## config.mk

```make
export PLATFORM = sky130hd
export DESIGN_NAME = inc_count_ctrl_flat
export DESIGN_NICKNAME = d
export VERILOG_FILES = /design/src/rtl/inc_count_ctrl_if.sv /design/src/rtl/inc_count_ctrl.sv /design/src/flat_wrapper.sv
export SDC_FILE = /design/constraint.sdc
export NUM_CORES = 1
export LEC_CHECK = 0
export ABC_AREA = 1
export CAP_MARGIN = 10
export CORE_UTILIZATION = 40
export CTS_CLUSTER_SIZE = 14
export DETAILED_ROUTE_END_ITERATION = 8
export GPL_TIMING_DRIVEN = 0
export PLACE_DENSITY = 0.81
export SETUP_SLACK_MARGIN = 0.02
export SYNTH_ARGS = -nofsm -noshare
export SYNTH_HDL_FRONTEND = slang
export SYNTH_SLANG_ARGS = --single-unit
```

## constraint.sdc

```tcl
create_clock -name clk -period 1.6 [get_ports clk]
set_input_delay 0.32 -clock clk [delete_from_list [all_inputs] [get_ports clk]]
set_output_delay 0.32 -clock clk [all_outputs]
set_load 0.1 [all_outputs]
```

## src/rtl/inc_count_ctrl_if.sv

```systemverilog
// Control/status bundle for the inc_count_ctrl counter stage.
// The master drives the controls and observes count/status; the counter is the slave.
interface inc_count_ctrl_if;
  logic       start;
  logic       stop;
  logic       oneShot;
  logic       en;
  logic       load;
  logic [3:0] loadVal;
  logic [3:0] count;
  logic       terminal;
  logic       done;
  logic       busy;

  modport master (
    output start, stop, oneShot, en, load, loadVal,
    input  count, terminal, done, busy
  );

  modport slave (
    input  start, stop, oneShot, en, load, loadVal,
    output count, terminal, done, busy
  );
endinterface

```

## src/rtl/inc_count_ctrl.sv

```systemverilog
// Registered 4-bit counter stage feeding a +1 ripple incrementer.
// Adds a modulus limit (MAXVAL), a synchronous load and an IDLE/RUN/DONE
// control FSM selecting free-run wrap or one-shot stop at the limit.

// 4-bit ripple incrementer with carry-in fixed at 1.
module inc_count_ctrl_inc4 (
  input  logic [3:0] a,
  output logic [3:0] sum,
  output logic       carry_out
);
  logic [4:0] carry_s;

  assign carry_s[0] = 1'b1;

  for (genvar i = 0; i < 4; i++) begin : g_bit
    assign sum[i]         = a[i] ^ carry_s[i];
    assign carry_s[i + 1] = a[i] & carry_s[i];
  end

  assign carry_out = carry_s[4];
endmodule

// Run-time invariants of the counter outputs.
module inc_count_ctrl_chk #(
  parameter logic [3:0] MAXVAL = 4'd15
) (
  input logic       clk,
  input logic       rst,
  input logic [3:0] count,
  input logic       terminal,
  input logic       done,
  input logic       busy
);
  // RUN and DONE are mutually exclusive states.
  a_busy_done_excl : assert property (@(posedge clk) disable iff (rst)
    !(busy && done));

  // terminal is a pulse: a wrap can never be followed directly by another.
  a_term_pulse : assert property (@(posedge clk) disable iff (rst)
    terminal |=> !terminal);

  // A pulse comes with either a wrapped count in RUN or a held limit in DONE.
  a_term_value : assert property (@(posedge clk) disable iff (rst)
    terminal |-> ((busy && (count == 4'd0)) ||
                  (done && ((count == MAXVAL) || (count == 4'd15)))));
endmodule

// Counter stage top level.
module inc_count_ctrl #(
  parameter logic [3:0] MAXVAL = 4'd15
) (
  input  logic             clk,
  input  logic             rst,
  inc_count_ctrl_if.slave  bus
);
  typedef enum logic [1:0] {
    ST_IDLE = 2'd0,
    ST_RUN  = 2'd1,
    ST_DONE = 2'd2
  } state_e;

  state_e     state_q, state_d;
  logic [3:0] count_q, count_d;
  logic       terminal_q, terminal_d;
  logic       busy_q, busy_d;
  logic       done_q, done_d;

  logic [3:0] inc_sum_s;
  logic       inc_carry_s;
  logic       at_limit_s;
  logic       wrap_s;

  inc_count_ctrl_inc4 u_inc (
    .a         (count_q),
    .sum       (inc_sum_s),
    .carry_out (inc_carry_s)
  );

  assign at_limit_s = (count_q == MAXVAL);

  // Wrap event: limit reached or incrementer overflow, only on a plain enabled RUN edge.
  // The carry term catches loaded values above MAXVAL that run through 15.
  always_comb begin
    wrap_s = 1'b0;
    if ((state_q == ST_RUN) && bus.en && !bus.load && !bus.stop) begin
      wrap_s = at_limit_s | inc_carry_s;
    end else begin
      wrap_s = 1'b0;
    end
  end

  // Next state and next count, priority stop > load > start > en.
  always_comb begin
    state_d    = state_q;
    count_d    = count_q;
    terminal_d = 1'b0;
    if (bus.stop) begin
      state_d = ST_IDLE;
    end else if (bus.load) begin
      count_d = bus.loadVal;
      if (state_q == ST_DONE) begin
        state_d = ST_IDLE;
      end else begin
        state_d = state_q;
      end
    end else begin
      case (state_q)
        ST_IDLE: begin
          if (bus.start) begin
            state_d = ST_RUN;
          end else begin
            state_d = ST_IDLE;
          end
        end
        ST_RUN: begin
          if (!bus.en) begin
            count_d = count_q;
          end else if (wrap_s) begin
            terminal_d = 1'b1;
            if (bus.oneShot) begin
              state_d = ST_DONE;
            end else begin
              count_d = 4'd0;
            end
          end else begin
            count_d = inc_sum_s;
          end
        end
        ST_DONE: begin
          if (bus.start) begin
            count_d = 4'd0;
            state_d = ST_RUN;
          end else begin
            state_d = ST_DONE;
          end
        end
        default: begin
          state_d = ST_IDLE;
        end
      endcase
    end
  end

  // Status flags are registered from the next state so they track it glitch-free.
  always_comb begin
    busy_d = (state_d == ST_RUN);
    done_d = (state_d == ST_DONE);
  end

  // State, count and status registers; reset discards all progress.
  always_ff @(posedge clk or posedge rst) begin
    if (rst) begin
      state_q    <= ST_IDLE;
      count_q    <= 4'd0;
      terminal_q <= 1'b0;
      busy_q     <= 1'b0;
      done_q     <= 1'b0;
    end else begin
      state_q    <= state_d;
      count_q    <= count_d;
      terminal_q <= terminal_d;
      busy_q     <= busy_d;
      done_q     <= done_d;
    end
  end

  assign bus.count    = count_q;
  assign bus.terminal = terminal_q;
  assign bus.busy     = busy_q;
  assign bus.done     = done_q;

  inc_count_ctrl_chk #(.MAXVAL(MAXVAL)) u_chk (
    .clk      (clk),
    .rst      (rst),
    .count    (count_q),
    .terminal (terminal_q),
    .done     (done_q),
    .busy     (busy_q)
  );
endmodule

```

## src/flat_wrapper.sv

```systemverilog
// flat-port wrapper written by rule: the top's interface ports become plain ports
module inc_count_ctrl_flat 
#(
  parameter logic [3:0] MAXVAL = 4'd15
)
  (clk, rst, bus_start, bus_stop, bus_oneShot, bus_en, bus_load, bus_loadVal, bus_count, bus_terminal, bus_done, bus_busy);
  inc_count_ctrl_if bus_i ();
  input  logic clk;
  input  logic rst;
  input wire logic [$bits(bus_i.start)-1:0] bus_start;
  input wire logic [$bits(bus_i.stop)-1:0] bus_stop;
  input wire logic [$bits(bus_i.oneShot)-1:0] bus_oneShot;
  input wire logic [$bits(bus_i.en)-1:0] bus_en;
  input wire logic [$bits(bus_i.load)-1:0] bus_load;
  input wire logic [$bits(bus_i.loadVal)-1:0] bus_loadVal;
  output wire logic [$bits(bus_i.count)-1:0] bus_count;
  output wire logic [$bits(bus_i.terminal)-1:0] bus_terminal;
  output wire logic [$bits(bus_i.done)-1:0] bus_done;
  output wire logic [$bits(bus_i.busy)-1:0] bus_busy;
  assign bus_i.start = bus_start;
  assign bus_i.stop = bus_stop;
  assign bus_i.oneShot = bus_oneShot;
  assign bus_i.en = bus_en;
  assign bus_i.load = bus_load;
  assign bus_i.loadVal = bus_loadVal;
  assign bus_count = bus_i.count;
  assign bus_terminal = bus_i.terminal;
  assign bus_done = bus_i.done;
  assign bus_busy = bus_i.busy;
  inc_count_ctrl #(.MAXVAL(MAXVAL)) u_core (.clk(clk), .rst(rst), .bus(bus_i));
endmodule
```

==> results.py, run 1 <==
metrics = {
    "outcome": {
        "status": "completed",
    },
    "global_route": {
        "grt_pass1_vias": 497,
        "overflow": 0,
        "antenna_found_initial": 0,
        "grt_max_degree": 11,
        "grt.total_usage": 0.184,
        "grt_first_pass_wirelength_um": 1930,
    },
    "timing": {
        "worst_slack_ns": 0.00840,
        "worstMarginPinSlew_ns": 0.545,
        "slew-limit-headroom": 0.639,
        "rsz0062_at_grt": "yes",
        "fin_tns_setup_ns": 0,
        "hold_viol": 0,
        "skew_ns": 0.000711,
        "whs_ns": 0.326,
        "setup_viol": 0,
        "period_share": 0.995,
        "fmax_ghz": 0.628,
        "slew_viol_final": 0,
        "layout_min_cycle_time_ns": 1.59,
    },
    "clocking": {
        "cts_hold_buf": 0,
        "clockRootBuffer": "clkbuf_4",
        "clk_latency_ns": 0.26,
        "clockBufferDepth": 2,
        "cts_sinks": 9,
        "htreeDepth": 1,
        "numCtsBuffers": 3,
        "path_clk_slew_ns": 0.06,
        "cts_tree": "built",
    },
    "critical_path": {
        "worst_path_max_delay_cell": "dfrtp_4",
        "crit_fanout": 4,
        "cp_num_buf_inv": 1,
        "crit_top_cell": "ha_4",
        "arrival_ns": 1.75,
        "critPathCaptureType": "flop",
        "path_class": "reg -> reg",
        "start_kind": "flop",
        "max_stage_delay_ns": 0.49,
        "required_ns": 1.75,
        "cp_top_family": "flip-flops",
        "cp_cell_sequence": "ha_4, ha_4, ha_4, inv_2, nand2_4, nand3_4, nand2_2, a21oi_2, nor2_2",
    },
    "finish": {
        "fin_area_um2": 863,
        "layout.cells.non_filler": 111,
        "num-nets-final": 111,
        "area_delta_synth_final_pct": 46.2,
        "final_layout_size_suffix_gt1_frac": 0.385,
        "fin_util": 0.647,
        "diodes": 0,
        "fillers": 121,
        "multi_input_area_um2": 387,
        "seq_area_um2": 235,
    },
    "placed_design": {
        "post-place-ws_ns": -0.287,
        "placed_cell_area_um2": 827,
        "post-dp-hpwl_um": 961,
        "place_inst": 106,
        "io_buffer_count": 16,
        "globalplace.congestion": 0.728,
    },
    "detailed_routing": {
        "drc": 0,
        "wl_per_cell_um": 11.1,
        "via_per_inst": 4.88,
        "drt_iter0_drc": 6,
        "postRouteAntennaNets": 0,
        "routed_wl_um": 1240,
        "vias": 542,
        "firstDrtPassIters": 4,
    },
    "synthesis": {
        "synth_top_family_by_area": "simple AND/OR/NAND/NOR gates",
        "synth_xor_xnor_area_share": 0,
        "synth.distinct_cells": 16,
        "synth_compound_area_frac": 0.0318,
        "ys_seq_area_frac": 0.381,
        "synthMuxAreaShare": 0,
        "synth_nets": 89,
        "yosys.area.top_type": "dfrtp_1",
        "synth_area_um2": 591,
        "async_reset_ff_frac": 1.00,
        "yosysMostFrequentCell": "nand2_1",
        "synth_edf_count": 0,
        "synth_fa_ha_area_frac": 0.0636,
        "synth_top_area_frac": 0.381,
        "synth_area_leaders": "dfrtp_1, nand2_1, ha_1",
        "synth_ff_type": "dfrtp_1",
        "synthCells": 75,
        "netlist_top_cells_count": "nand2_1, dfrtp_1, inv_1, nand2_2, nand3_1",
        "synth.avg_cell_area_um2": 7.87,
        "yosysWarningCount": 0,
        "synth_seq_cells": 9,
        "synth_simple_gate_area_frac": 0.447,
    },
    "floorplanning": {
        "core_area_um2": 1330,
        "fp.dieW_um": 40.4,
        "die_y_um": 40.4,
        "ios": 18,
        "std_cell_rows": 13,
        "die-area_um2": 1630,
        "initial_core_util": 0.443,
    },
    "power_and_ir_drop": {
        "p_per_area_nw_per_um2": 939,
        "total_power_mw": 0.810,
        "power_leakage_nw": 0.422,
        "ir_drop_v": 0.000670,
    },
    "hold_path": {
        "hp-class": "in -> async",
    },
    "job": {
        "drv_cap": 0,
    },
}
[worst paths after layout]
path | slack (ns) | endpoint | start | depth (start not counted)
max | 0.008 | u_core.bus.done | u_core.bus.count[1] | 9
min | 0.33 | u_core.bus.count[0] | rst | 2
max reg2reg | 0.008 | u_core.bus.done | u_core.bus.count[1] | 9
min reg2reg | 0.56 | u_core.bus.count[3] | u_core.bus.count[3] | 2
max in group asynchronous | 0.99 | u_core.bus.count[1] | rst | 2
min in group clk | 0.41 | u_core.bus.busy | bus_load | 4
[where the power goes]
group | leakage, nW | switching [mW] | internal, mW
Combinational | 0.294 | 0.247 | 0.0959
Sequential | 0.113 | 0.0310 | 0.260
Clock | 0.0150 | 0.0805 | 0.0962
Total | 0.422 | 0.358 | 0.452
[registers in the layout (all words and copies together) (netlist names)]
| signal | count |
|---|---|
| u_core.bus.busy | 1 |
| u_core.bus.count | 4 |
| u_core.bus.done | 1 |
| u_core.bus.terminal | 1 |
| u_core.state_q | 2 |
[area by class of cell]
type | count | area share
Multi-Input combinational cell | 56 | 0.448
Inverter | 9 | 0.0391
Tap cell | 15 | 0.0217
Timing Repair Buffer | 17 | 0.175
Buffer | 1 | 0.0130
Sequential cell | 9 | 0.272
Clock buffer | 4 | 0.0304
[placed cells by master, fill, tap and decap left out]
cell type	n
nor2_4	3
buf_4	1
nor2_1	3
nand2_4	2
a21oi_1	2
buf_2	4
clkdlybuf4s15_2	3
nor2_2	2
nand3_4	1
clkbuf_1	1
nand3_1	5
nand3_2	1
nand2_1	25
dfrtp_2	2
a21oi_2	1
nand3b_1	1
clkdlybuf4s50_1	9
clkbuf_4	3
dfrtp_4	2
nand4_4	1
inv_1	8
buf_6	1
dfrtp_1	5
ha_4	3
inv_2	1
nand2_2	6
[cell families after synthesis]
logic type / count (synthesis)
adder cells (fa/ha/maj): 3
flip-flops: 9
AO/OA/AOI/OAI: 3
AND/OR/NAND/NOR: 50
buffers and inverters: 10
[layer usage]
| metal | share of wire | global-route usage |
|---|---|---|
| met2 | 0.55 | 0.329 |
| met3 | 0.055 | 0.0833 |
| met4 | 0 | 0.0500 |
| met5 | 0 | 0 |
| met1 | 0.40 | 0.189 |
[timing repair]
| item | CTS | global route |
|---|---|---|
| hold endpoints to repair | 0 | 0 |
| buffers inserted | 1 | 0 |
| pin swaps | 2 | 1 |
| endpoints found under the setup margin | 12 | 11 |
| resized for setup | 22 | 10 |
No activity file was read; power rests on OpenSTA's default activity.
==> run 2: changes to the inputs <==
Settings changed: ABC_AREA 1 to default, CORE_UTILIZATION 40 to 39, PLACE_DENSITY 0.81 to 0.8, REMOVE_ABC_BUFFERS from default to 1.
==> run 2 against run 1 <==
Against the previous run: the run now ends with setup timing left; combinational power grew 71%; flip-flop and latch count stayed put; global-route usage grew 1.7 points; sequential power increased by 11%; die area down 3.8%; largest cell class unchanged; power up 35%; first-iteration DRC count stayed put; critical path type unchanged.
==> results.py, run 2 <==
metrics = {
    "outcome": {
        "status": "finished with violations",
        "violations": "setup timing",
    },
    "clocking": {
        "numCtsBuffers": 3,
        "cts_sinks": 9,
        "clockBufferDepth": 2,
        "htreeDepth": 1,
        "path_clk_slew_ns": 0.07,
        "cts_tree": "built",
        "clk_latency_ns": 0.27,
        "cts_hold_buf": 0,
        "clockRootBuffer": "clkbuf_4",
    },
    "synthesis": {
        "yosys.area.top_type": "dfrtp_1",
        "synthCells": 46,
        "synth_area_leaders": "dfrtp_1, mux2_4, ha_1",
        "ys_seq_area_frac": 0.407,
        "synth_seq_cells": 9,
        "synth_top_area_frac": 0.407,
        "synth.avg_cell_area_um2": 12.0,
        "async_reset_ff_frac": 1.00,
        "yosysWarningCount": 0,
        "synth.distinct_cells": 25,
        "synth_ff_type": "dfrtp_1",
        "synth_area_um2": 553,
        "synth_edf_count": 0,
        "yosysMostFrequentCell": "dfrtp_1",
    },
    "global_route": {
        "grt_first_pass_wirelength_um": 1940,
        "grt_pass1_vias": 452,
        "overflow": 0,
        "grt_max_degree": 12,
        "antenna_found_initial": 0,
        "grt.total_usage": 0.201,
    },
    "floorplanning": {
        "initial_core_util": 0.420,
        "core_area_um2": 1320,
        "die_y_um": 39.7,
        "std_cell_rows": 13,
        "fp.dieW_um": 39.7,
        "ios": 18,
        "die-area_um2": 1570,
    },
    "finish": {
        "fin_util": 0.670,
        "layout.cells.non_filler": 90,
        "final_layout_size_suffix_gt1_frac": 0.453,
        "fin_area_um2": 882,
        "diodes": 0,
        "num-nets-final": 90,
        "final_cell_mix": "clkdlybuf4s50_1, dfrtp_1, buf_4, clkbuf_4",
        "area_delta_synth_final_pct": 59.5,
        "largest_reg_flops": 4,
    },
    "critical_path": {
        "max_stage_delay_ns": 0.42,
        "path_class": "reg -> reg",
        "required_ns": 1.75,
        "cp_num_buf_inv": 1,
        "worstSetupStartpoint": "u_core.bus.count[0]",
        "crit_top_cell": "ha_4",
        "r2r_start": "u_core.bus.count[0]",
        "critPathCaptureType": "flop",
        "start_kind": "flop",
        "cp_top_family": "compound AO/OA/AOI/OAI gates",
        "arrival_ns": 2.27,
        "crit_fanout": 4,
        "cp_cell_sequence": "ha_4, ha_4, ha_4, a31oi_2, or4_4, inv_4, a221oi_4, mux2_4",
        "worst_path_max_delay_cell": "dfrtp_1",
    },
    "detailed_routing": {
        "firstDrtPassIters": 4,
        "drt_iter0_drc": 6,
        "via_per_inst": 5.36,
        "wl_per_cell_um": 15.0,
        "vias": 482,
        "drc": 0,
        "postRouteAntennaNets": 0,
        "routed_wl_um": 1350,
    },
    "power_and_ir_drop": {
        "p_comb_frac": 0.536,
        "total_power_mw": 1.09,
        "p_per_area_nw_per_um2": 1240,
        "clockPowerShare": 0.168,
        "pwr-share-seq": 0.296,
        "p_sw_frac": 0.480,
        "ir_drop_v": 0.000925,
        "power_leakage_nw": 0.393,
        "intPower_mw": 0.567,
        "switchingPower_mw": 0.524,
    },
    "placed_design": {
        "placed_cell_area_um2": 738,
        "io_buffer_count": 17,
        "place_inst": 77,
        "post-dp-hpwl_um": 801,
        "post-place-ws_ns": -0.660,
        "globalplace.congestion": 0.748,
    },
    "timing": {
        "rsz0062_at_grt": "yes",
        "period_share": 1.32,
        "slew_viol_final": 0,
        "slew-limit-headroom": 0.642,
        "hold_viol": 0,
        "fmax_ghz": 0.473,
        "worst_slack_ns": -0.516,
        "worstMarginPinSlew_ns": 0.540,
        "layout_min_cycle_time_ns": 2.12,
        "setup_viol": 8,
        "skew_ns": 0.00278,
    },
    "hold_path": {
        "hp-class": "in -> async",
    },
    "job": {
        "drv_cap": 0,
    },
}
run 2: cell types whose count changed after synthesis, moves of 2 or more:
cell / previous run / this run
nor2_4: 2 / 0
nor2_2: 3 / 0
inv_1: 9 / 3
a32o_1: 0 / 3
nand2_1: 27 / 1
a211oi_1: 0 / 2
mux2_4: 0 / 3
nand3_1: 5 / 0
nand2_2: 6 / 1
run 2: area by class of cell:
class	count	area (um2)
clock buffer	4	26.3
fill	98	435
inverter	4	17.5
multi-input combinational	32	368
sequential	9	225
tap	15	18.8
timing repair buffer	26	226
run 2: power groups by stage:
stage / combinational, mW / sequential [mW] / clock [mW]
6_report: 0.585 / 0.323 / 0.183
5_1_grt: 0.633 / 0.328 / 0.206
4_1_cts: 0.549 / 0.308 / 0.188
3_5_place_dp: 0.525 / 0.309 / 0
3_3_place_gp: 0.519 / 0.308 / 0
2_1_floorplan: 0.133 / 0.568 / 0
run 2: what timing repair did:
| action | 4_1_cts | 5_1_grt |
|---|---|---|
| buffers inserted | 7 | 2 |
| resized for setup | 36 | 5 |
| pin swaps | 3 | 7 |
| setup endpoints to repair | 16 | 9 |
run 2: kinds of logic (layout without fill, tap and decap cells):
group | count (synthesis) | after routing | synth area share
buf+inv | 5 | 34 | 0.0385
compound gates | 14 | 14 | 0.240
flops | 9 | 9 | 0.407
simple gates | 11 | 11 | 0.147
mux | 4 | 4 | 0.0995
fa+ha+maj | 3 | 3 | 0.0679
run 2: per-stage QoR:
stage / hold slack, ns / TNS (ns)
2_1_floorplan: 0.148 / -8.67
3_3_place_gp: 0.533 / -5.87
3_5_place_dp: 0.539 / -6.01
4_1_cts: 0.322 / -3.14
5_1_grt: 0.347 / -4.17
6_report: 0.322 / -3.56
run 2: path summary, 6_finish.rpt:
path | end | slack [ns] | depth (start not counted)
setup reg to reg | u_core.bus.count[3] | -0.52 | 8
hold reg to reg | u_core.state_q[1] | 0.65 | 2
max in group asynchronous | u_core.state_q[0] | 1.01 | 2
setup / recovery | u_core.bus.count[3] | -0.52 | 8
min in group clk | u_core.state_q[1] | 0.65 | 2
hold / removal | u_core.bus.terminal | 0.32 | 2
run 2: routing by layer:
metal,GRT usage,share of wire,vias up,routed length [um]
li1,-,-,235,-
met1,0.244,0.46,225,620
met2,0.295,0.45,18,611
met3,0.0511,0.056,4,75
met4,0.155,0.030,0,41
met5,0,0,-,0
==> run 3: changes to the inputs <==
Settings changed: CAP_MARGIN 10 to default.
==> results of run 3 <==
No change in the layout: final DEF, timing and power equal those of run 2.
